$ cat src/rtl/free_list_pkg.sv
// ---------------------------------------------------------------------------
// free_list_pkg
//   Shared types and constants for the physical-register free list.
//
//   PHY_REG_NUM   number of physical registers (power of two)
//   DECODE_WIDTH  allocation lanes per cycle
//   COMMIT_WIDTH  commit / free lanes per cycle
//   preg_t        physical register number
//   fl_ptr_t      circular-buffer pointer: index bits plus one wrap bit
//   FL_PTR_W      width of fl_ptr_t
//
//   The sizes live here rather than as module parameters because the
//   interface and the types it carries are built from them; change them here
//   to resize the whole slice consistently.
// ---------------------------------------------------------------------------
package free_list_pkg;

  localparam int PHY_REG_NUM  = 64;
  localparam int DECODE_WIDTH = 4;
  localparam int COMMIT_WIDTH = 4;

  localparam int PREG_W   = $clog2(PHY_REG_NUM);
  localparam int FL_PTR_W = PREG_W + 1;

  // Lane-count width, large enough for a full popcount of the widest lane set.
  localparam int MAX_LANES = (DECODE_WIDTH > COMMIT_WIDTH) ? DECODE_WIDTH : COMMIT_WIDTH;
  localparam int CNT_W     = $clog2(MAX_LANES + 1);

  typedef logic [PREG_W-1:0]   preg_t;
  typedef logic [FL_PTR_W-1:0] fl_ptr_t;
  typedef logic [CNT_W-1:0]    lane_cnt_t;

  // Population count of a commit-lane vector.
  function automatic lane_cnt_t fl_popcount(input logic [COMMIT_WIDTH-1:0] v);
    lane_cnt_t cnt;
    cnt = '0;
    for (int i = 0; i < COMMIT_WIDTH; i++) begin
      cnt = cnt + lane_cnt_t'(v[i]);
    end
    return cnt;
  endfunction

endpackage

$ cat src/rtl/free_list_if.sv
// ---------------------------------------------------------------------------
// free_list_if
//   Bundle between the rename / commit logic (master) and the free list
//   (slave).
//
//   Handshake: lane i of an allocation transfers in a cycle exactly when
//   alloc_valid_i[i] && alloc_ready_o. alloc_ready_o never depends on
//   alloc_valid_i, and the granted preg_o[i] is valid in that same cycle.
//   Commit and free lanes have no back-pressure; they always take effect.
//
//   alloc_valid_i  per-lane allocation request
//   alloc_ready_o  allocation accepted this cycle (all lanes together)
//   preg_o         granted preg per lane, 0 for lanes not firing
//   commit_dest_i  committing instruction had a destination
//   free_i         committing instruction releases an old preg
//   free_preg_i    preg being released per lane
//   restore_i      flush: roll speculative head back
//   free_cnt_o     entries currently available
//   stall_cnt_o    (FREE_LIST_STALL_STAT_EN only) blocked-request cycle count
// ---------------------------------------------------------------------------
interface free_list_if;
  import free_list_pkg::*;

  logic [DECODE_WIDTH-1:0]        alloc_valid_i;
  logic                           alloc_ready_o;
  preg_t [DECODE_WIDTH-1:0]       preg_o;
  logic [COMMIT_WIDTH-1:0]        commit_dest_i;
  logic [COMMIT_WIDTH-1:0]        free_i;
  preg_t [COMMIT_WIDTH-1:0]       free_preg_i;
  logic                           restore_i;
  fl_ptr_t                        free_cnt_o;
`ifdef FREE_LIST_STALL_STAT_EN
  logic [31:0]                    stall_cnt_o;
`endif

  modport master (
    output alloc_valid_i,
    input  alloc_ready_o,
    input  preg_o,
    output commit_dest_i,
    output free_i,
    output free_preg_i,
    output restore_i,
`ifdef FREE_LIST_STALL_STAT_EN
    input  stall_cnt_o,
`endif
    input  free_cnt_o
  );

  modport slave (
    input  alloc_valid_i,
    output alloc_ready_o,
    output preg_o,
    input  commit_dest_i,
    input  free_i,
    input  free_preg_i,
    input  restore_i,
`ifdef FREE_LIST_STALL_STAT_EN
    output stall_cnt_o,
`endif
    output free_cnt_o
  );

endinterface

$ cat src/rtl/free_list_prefix_sum.sv
// ---------------------------------------------------------------------------
// free_list_prefix_sum
//   Exclusive prefix count over a lane-valid vector plus its total popcount.
//   prefix[i] = number of set bits in vld[i-1:0]; used to pack valid lanes
//   onto consecutive FIFO slots in lane order.
//
//   N      number of lanes
//   CW     count width (must hold N)
//   vld    lane valid vector
//   prefix per-lane exclusive count
//   total  popcount of vld
// ---------------------------------------------------------------------------
module free_list_prefix_sum #(
  parameter int N  = 4,
  parameter int CW = 3
) (
  input  logic [N-1:0]         vld,
  output logic [N-1:0][CW-1:0] prefix,
  output logic [CW-1:0]        total
);

  always_comb begin
    logic [CW-1:0] run;
    run    = '0;
    prefix = '0;
    for (int i = 0; i < N; i++) begin
      prefix[i] = run;
      run       = run + CW'(vld[i]);
    end
    total = run;
  end

endmodule

$ cat src/rtl/free_list.sv
// ---------------------------------------------------------------------------
// free_list
//   Physical-register free list for the rename stage. A circular FIFO of
//   preg numbers with three pointers:
//     head_q       speculative read pointer (advanced by allocation)
//     arch_head_q  committed read pointer (advanced by commits with a dest)
//     tail_q       write pointer (advanced by frees)
//   All pointers carry a wrap bit, so count = tail_q - head_q modulo
//   2*PHY_REG_NUM distinguishes full from empty. A flush snaps head_q back to
//   arch_head_q plus this cycle's commits.
//
//   Optional build macro FREE_LIST_STALL_STAT_EN adds a saturating 32-bit
//   count of cycles in which some lane requested but allocation was refused.
//
//   clk    clock
//   rst_n  asynchronous active-low reset (list full, slot k holds k)
//   fl     free_list_if slave modport (see interface header for signals)
// ---------------------------------------------------------------------------
module free_list
  import free_list_pkg::*;
(
  input  logic          clk,
  input  logic          rst_n,
  free_list_if.slave    fl
);

  localparam int SUM_W = FL_PTR_W + 1;

  preg_t   slot_q [PHY_REG_NUM];
  fl_ptr_t head_q;
  fl_ptr_t arch_head_q;
  fl_ptr_t tail_q;

  fl_ptr_t                    count;
  logic                       alloc_ready;
  logic [DECODE_WIDTH-1:0]    fire;
  logic [DECODE_WIDTH-1:0][CNT_W-1:0] alloc_prefix;
  logic [CNT_W-1:0]           alloc_total;
  logic [COMMIT_WIDTH-1:0][CNT_W-1:0] free_prefix;
  logic [CNT_W-1:0]           free_total;
  lane_cnt_t                  commit_total;
  preg_t [DECODE_WIDTH-1:0]   preg;
  preg_t [COMMIT_WIDTH-1:0]   wr_idx;

  assign count = tail_q - head_q;

  // Conservative: only grant when every lane could be served, so ready does
  // not look at alloc_valid_i and no combinational loop forms with rename.
  assign alloc_ready = (count >= FL_PTR_W'(DECODE_WIDTH)) && !fl.restore_i;
  assign fire        = fl.alloc_valid_i & {DECODE_WIDTH{alloc_ready}};

  free_list_prefix_sum #(.N(DECODE_WIDTH), .CW(CNT_W)) u_alloc_sum (
    .vld    (fire),
    .prefix (alloc_prefix),
    .total  (alloc_total)
  );

  free_list_prefix_sum #(.N(COMMIT_WIDTH), .CW(CNT_W)) u_free_sum (
    .vld    (fl.free_i),
    .prefix (free_prefix),
    .total  (free_total)
  );

  assign commit_total = fl_popcount(fl.commit_dest_i);

  // Read ports: firing lanes take consecutive slots starting at head.
  always_comb begin
    preg_t idx;
    idx  = '0;
    preg = '0;
    for (int i = 0; i < DECODE_WIDTH; i++) begin
      idx = head_q[PREG_W-1:0] + PREG_W'(alloc_prefix[i]);
      if (fire[i]) begin
        preg[i] = slot_q[idx];
      end
    end
  end

  // Write ports: freeing lanes fill consecutive slots starting at tail.
  always_comb begin
    wr_idx = '0;
    for (int j = 0; j < COMMIT_WIDTH; j++) begin
      wr_idx[j] = tail_q[PREG_W-1:0] + PREG_W'(free_prefix[j]);
    end
  end

  always_ff @(posedge clk or negedge rst_n) begin
    if (!rst_n) begin
      for (int k = 0; k < PHY_REG_NUM; k++) begin
        slot_q[k] <= preg_t'(k);
      end
    end else begin
      for (int j = 0; j < COMMIT_WIDTH; j++) begin
        if (fl.free_i[j]) begin
          slot_q[wr_idx[j]] <= fl.free_preg_i[j];
        end
      end
    end
  end

  always_ff @(posedge clk or negedge rst_n) begin
    if (!rst_n) begin
      head_q      <= '0;
      arch_head_q <= '0;
      tail_q      <= fl_ptr_t'(PHY_REG_NUM);
    end else begin
      // Restore includes the commits of the flush cycle itself.
      if (fl.restore_i) begin
        head_q <= arch_head_q + fl_ptr_t'(commit_total);
      end else begin
        head_q <= head_q + fl_ptr_t'(alloc_total);
      end
      arch_head_q <= arch_head_q + fl_ptr_t'(commit_total);
      tail_q      <= tail_q + fl_ptr_t'(free_total);
    end
  end

  assign fl.alloc_ready_o = alloc_ready;
  assign fl.preg_o        = preg;
  assign fl.free_cnt_o    = count;

`ifdef FREE_LIST_STALL_STAT_EN
  logic [31:0] stall_cnt_q;
  logic        stall;

  assign stall = (|fl.alloc_valid_i) && !alloc_ready;

  always_ff @(posedge clk or negedge rst_n) begin
    if (!rst_n) begin
      stall_cnt_q <= '0;
    end else if (stall && (stall_cnt_q != 32'hFFFF_FFFF)) begin
      stall_cnt_q <= stall_cnt_q + 32'd1;
    end
  end

  assign fl.stall_cnt_o = stall_cnt_q;
`endif

  // More frees than there are empty slots means a preg was released twice.
  assert property (@(posedge clk) disable iff (!rst_n)
    ({1'b0, count} + SUM_W'(free_total)) <= SUM_W'(PHY_REG_NUM))
    else $error("free_list overflow: count=%0d frees=%0d", count, free_total);

endmodule

$ cat src/flat_wrapper.sv
// flat-port wrapper written by rule: the top's interface ports become plain ports
module free_list_flat import free_list_pkg::*;
  (clk, rst_n, fl_alloc_valid_i, fl_alloc_ready_o, fl_preg_o, fl_commit_dest_i, fl_free_i, fl_free_preg_i, fl_restore_i, fl_free_cnt_o);
  free_list_if fl_i ();
  input  logic clk;
  input  logic rst_n;
  input wire logic [$bits(fl_i.alloc_valid_i)-1:0] fl_alloc_valid_i;
  output wire logic [$bits(fl_i.alloc_ready_o)-1:0] fl_alloc_ready_o;
  output wire logic [$bits(fl_i.preg_o)-1:0] fl_preg_o;
  input wire logic [$bits(fl_i.commit_dest_i)-1:0] fl_commit_dest_i;
  input wire logic [$bits(fl_i.free_i)-1:0] fl_free_i;
  input wire logic [$bits(fl_i.free_preg_i)-1:0] fl_free_preg_i;
  input wire logic [$bits(fl_i.restore_i)-1:0] fl_restore_i;
  output wire logic [$bits(fl_i.free_cnt_o)-1:0] fl_free_cnt_o;
  assign fl_i.alloc_valid_i = fl_alloc_valid_i;
  assign fl_alloc_ready_o = fl_i.alloc_ready_o;
  assign fl_preg_o = fl_i.preg_o;
  assign fl_i.commit_dest_i = fl_commit_dest_i;
  assign fl_i.free_i = fl_free_i;
  assign fl_i.free_preg_i = fl_free_preg_i;
  assign fl_i.restore_i = fl_restore_i;
  assign fl_free_cnt_o = fl_i.free_cnt_o;
  free_list u_core (.clk(clk), .rst_n(rst_n), .fl(fl_i));
endmodule
$ cat config.mk
export PLATFORM = sky130hd
export DESIGN_NAME = free_list_flat
export DESIGN_NICKNAME = d
export VERILOG_FILES = /design/src/rtl/free_list_pkg.sv /design/src/rtl/free_list_if.sv /design/src/rtl/free_list_prefix_sum.sv /design/src/rtl/free_list.sv /design/src/flat_wrapper.sv
export SDC_FILE = /design/constraint.sdc
export NUM_CORES = 2
export LEC_CHECK = 0
export CAP_MARGIN = 20
export CORE_UTILIZATION = 37
export CTS_BUF_LIST = sky130_fd_sc_hd__clkbuf_16
export CTS_CLUSTER_SIZE = 12
export DETAILED_ROUTE_END_ITERATION = 8
export GPL_ROUTABILITY_DRIVEN = 1
export PLACE_DENSITY = 0.57
export SYNTH_ARGS = -nofsm -noshare
export SYNTH_HDL_FRONTEND = slang
export SYNTH_SLANG_ARGS = --single-unit
$ cat constraint.sdc
create_clock -name clk -period 8.7 [get_ports clk]
set_input_delay 1.74 -clock clk [delete_from_list [all_inputs] [get_ports clk]]
set_output_delay 1.74 -clock clk [all_outputs]
set_load 0.03 [all_outputs]
==> impl_metrics.json <==
{
  "outcome": "finished, final reports clean",
  "via_per_inst": 7.17,
  "syn_nets": 4513,
  "grt_pass1_vias": 39100,
  "slowest_delay_ns": 0.88,
  "cts_tree": "yes",
  "drv_cap": 0,
  "numCtsBuffers": 52,
  "tns_ns": 0,
  "power_density_nw_per_um2": 510,
  "tightest_slew_ns": 1.26,
  "syn_avg_cell_area_um2": 9.82,
  "slew_violations": 0,
  "initial_core_util_pct": 37.4,
  "min_period_ns": 8.65,
  "clk_pin_slew_ns": 0.06,
  "end_kind": "output pin",
  "cts_hold_buffers": 0,
  "grt-ovfl-total": 0,
  "rr_worst_depth": 21,
  "grt_use_total_pct": 36.7,
  "crit_arrival_ns": 6.91,
  "min_path_cells": 1,
  "critPathLaunchType": "flip-flop",
  "routabilityCongestion": 1.03,
  "clk_path_buf_depth": 3,
  "crit_chain": "clkinvlp_4 -> ha_1 -> fa_1 -> nand2b_1 -> a211oi_2 -> o32ai_1 -> a2111oi_0 -> a21oi_1 -> buf_4 -> nand2_2 -> inv_1 -> fa_2 -> ha_4 -> fa_4 -> buf_12 -> clkbuf_16 -> mux4_2 -> nand3_1 -> nand3_1 -> nand4_1 -> mux2i_4 -> and2_1 -> buf_4",
  "synth_area_um2": 43400,
  "final_hold_viol_count": 0,
  "critical_path_cell_count": 23,
  "numClockSinks": 405,
  "ys_types": 72,
  "leakage_nw": 17.8,
  "hpwl_mm": 147,
  "drc_errors": 0,
  "synthTopCellsByArea": "mux4_2, mux2_2, dfrtp_1",
  "dieArea_um2": 119000,
  "drt_iter0_markers": 6429,
  "synth_seq_area_share_pct": 23.9,
  "cp_slowest_cell": "fa_4",
  "htree_levels": 2,
  "antenna_found_initial": 13,
  "pin_count": 71,
  "drive_above_1_share_pct": 35.4,
  "synth_top_flop_cell": "dfrtp_1",
  "port-buffer-count": 70,
  "ys_ff_latch": 405,
  "final_cell_mix": "nand2_1, mux2_2, mux4_2",
  "synth_edf_count": 0,
  "synth_largest_area_cell": "mux4_2",
  "routedWlPerCell_um": 38.3,
  "worstSetupPathType": "flip-flop to output pin",
  "wirelength_mm": 223,
  "synth_async_sr_flop_share_pct": 100,
  "ir_drop_mv": 0.378,
  "yosysWarnings": 0,
  "grt_max_degree": 143,
  "finalNetCount": 4338,
  "rows": 125,
  "yosysTopAreaCellShare_pct": 22.2,
  "core_area_um2": 116000,
  "grt_pass1_wl_mm": 309,
  "crit_buf_inv": 6,
  "num_vias": 41700,
  "path_max_fanout": 24,
  "crit_required_ns": 6.96,
  "dr.pass1.iters": 9,
  "die_y_um": 345,
  "fin_util_pct": 41.2,
  "clk-insertion-delay-late_ns": 0.67,
  "drtAntennaViolNets": 0,
  "area_delta_synth_final_pct": 10.3,
  "clock_skew_ns": 0.0249,
  "root_buffer": "clkbuf_16",
  "die_x_um": 345,
  "whs_ns": 0.472,
  "min_path_type": "flip-flop to flip-flop",
  "max_freq_mhz": 116,
  "finalSetupViolCount": 0,
  "netlist_instances": 4423,
  "relSlewSlack_pct": 15.6,
  "layout_commonest_cell": "nand2_1",
  "n_fill_cell": 11200,
  "fin_crit_sh_pct": 99.4,
  "cpLargestDelayFamily": "adder cells",
  "p_total_w": 0.0244
}
## sequential cells by signal, indices dropped and copies added, names as in the netlist
signal	count
u_core.slot_q	384
u_core.arch_head_q	7
u_core.head_q	7
u_core.tail_q	7
## worst register-to-register path: stages (launching register included)
cell	delay (ns)
dfrtp_1	0.39
clkinvlp_4	0.21
ha_1	0.29
fa_1	0.41
nand2b_1	0.19
a211oi_2	0.27
o32ai_1	0.13
a2111oi_0	0.30
a21oi_1	0.18
buf_4	0.19
nand2_2	0.15
inv_1	0.12
fa_2	0.50
ha_1	0.22
ha_1	0.20
xor2_1	0.17
ha_1	0.34
a21o_1	0.12
nand2_1	0.08
nor3_1	0.25
xnor2_1	0.14
o21ai_0	0.08
## Yosys cell counts, types with 6 or more instances
cell      number
nand2_1      581
mux2_2       475
mux4_2       428
o21ai_0      361
mux2i_1      350
clkbuf_1     338
nand3_1      264
nor2_1       216
dfrtp_1      212
dfstp_2      193
a21oi_1      104
a22oi_1       78
buf_1         73
o21ai_1       67
buf_2         51
and3_1        44
o211ai_1      44
ha_1          40
a31oi_1       34
nor3_1        32
nand2b_1      30
xnor2_1       30
inv_1         29
nand4_1       23
a21o_1        22
a311oi_1      22
nor2b_1       22
nor4_1        22
nor4_4        21
a211oi_1      20
o21a_1        20
a221oi_1      19
and2_1        14
xor2_1        13
or4_1         12
fa_1          11
nor2_2        10
nor4_2         8
buf_6          7
nor3b_1        7
o211ai_2       7
or3_1          7
buf_4          6
or2_2          6
## per-layer routing
metal / part of all wire, % / track usage (%) / vias up
li1: - / - / 16400
met3: 15 / 13.3 / 824
met5: 0.032 / 0 / -
met4: 7.2 / 22.5 / 12
met2: 41 / 51.2 / 3698
met1: 37 / 48.1 / 20800
## layout make-up
| cell class | instances | area (µm²) | area share (%) |
|---|---|---|---|
| Clock inverter | 41 | 344 | 0.719 |
| Tap cell | 1524 | 1910 | 3.98 |
| Clock buffer | 53 | 1330 | 2.77 |
| Sequential cell | 405 | 10400 | 21.7 |
| Inverter | 32 | 124 | 0.259 |
| Timing Repair Buffer | 246 | 2310 | 4.82 |
| Antenna cell | 5 | 12.5 | 0.0261 |
| Multi-Input combinational cell | 3511 | 31500 | 65.7 |
## final timing paths
kind                                       startpoint                    end  slack (ns)
worst min-delay path            u_core.arch_head_q[6]  u_core.arch_head_q[6]        0.47
worst max register to register       u_core.tail_q[0]       u_core.head_q[6]        3.66
worst max-delay path                 u_core.tail_q[0]          fl_preg_o[23]        0.05
max in group asynchronous                       rst_n     u_core.slot_q[293]        6.09
worst min register to register  u_core.arch_head_q[6]  u_core.arch_head_q[6]        0.47
min in group asynchronous                       rst_n      u_core.slot_q[66]        1.12
## where the power goes
| part | switching [W] | internal [W] |
|---|---|---|
| registers | 0.00179 | 0.00307 |
| clock network | 0.000987 | 0.00127 |
| logic | 0.00961 | 0.00770 |
## cell families after synthesis
group / after synthesis / share of synthesized area, %
xor+xnor: 44 / 0.905
mux: 1253 / 42.6
flops: 405 / 23.9
fa+ha+maj: 51 / 1.66
buf+inv: 507 / 4.70
simple gates: 1336 / 14.8
compound gates: 827 / 11.5
## metrics by stage
| step | setup WS (ns) | cell area [µm²] | cells |
|---|---|---|---|
| CTS | 0.00411 | 47600 | 5799 |
| floorplan | 0.0780 | 43500 | 4423 |
| global route | -0.0149 | 47900 | 5812 |
| finish | 0.0482 | 47900 | 5817 |
| global placement | 0.424 | 45800 | 5701 |
| detailed placement | 0.373 | 45800 | 5704 |
## repair_timing
action	4_1_cts	5_1_grt
setup endpoints to repair	12	12
cloned	0	2
pin swaps	1	6
setup buffers	1	4
resized for setup	13	13
Note: power is estimated with default switching activity, not from simulation.
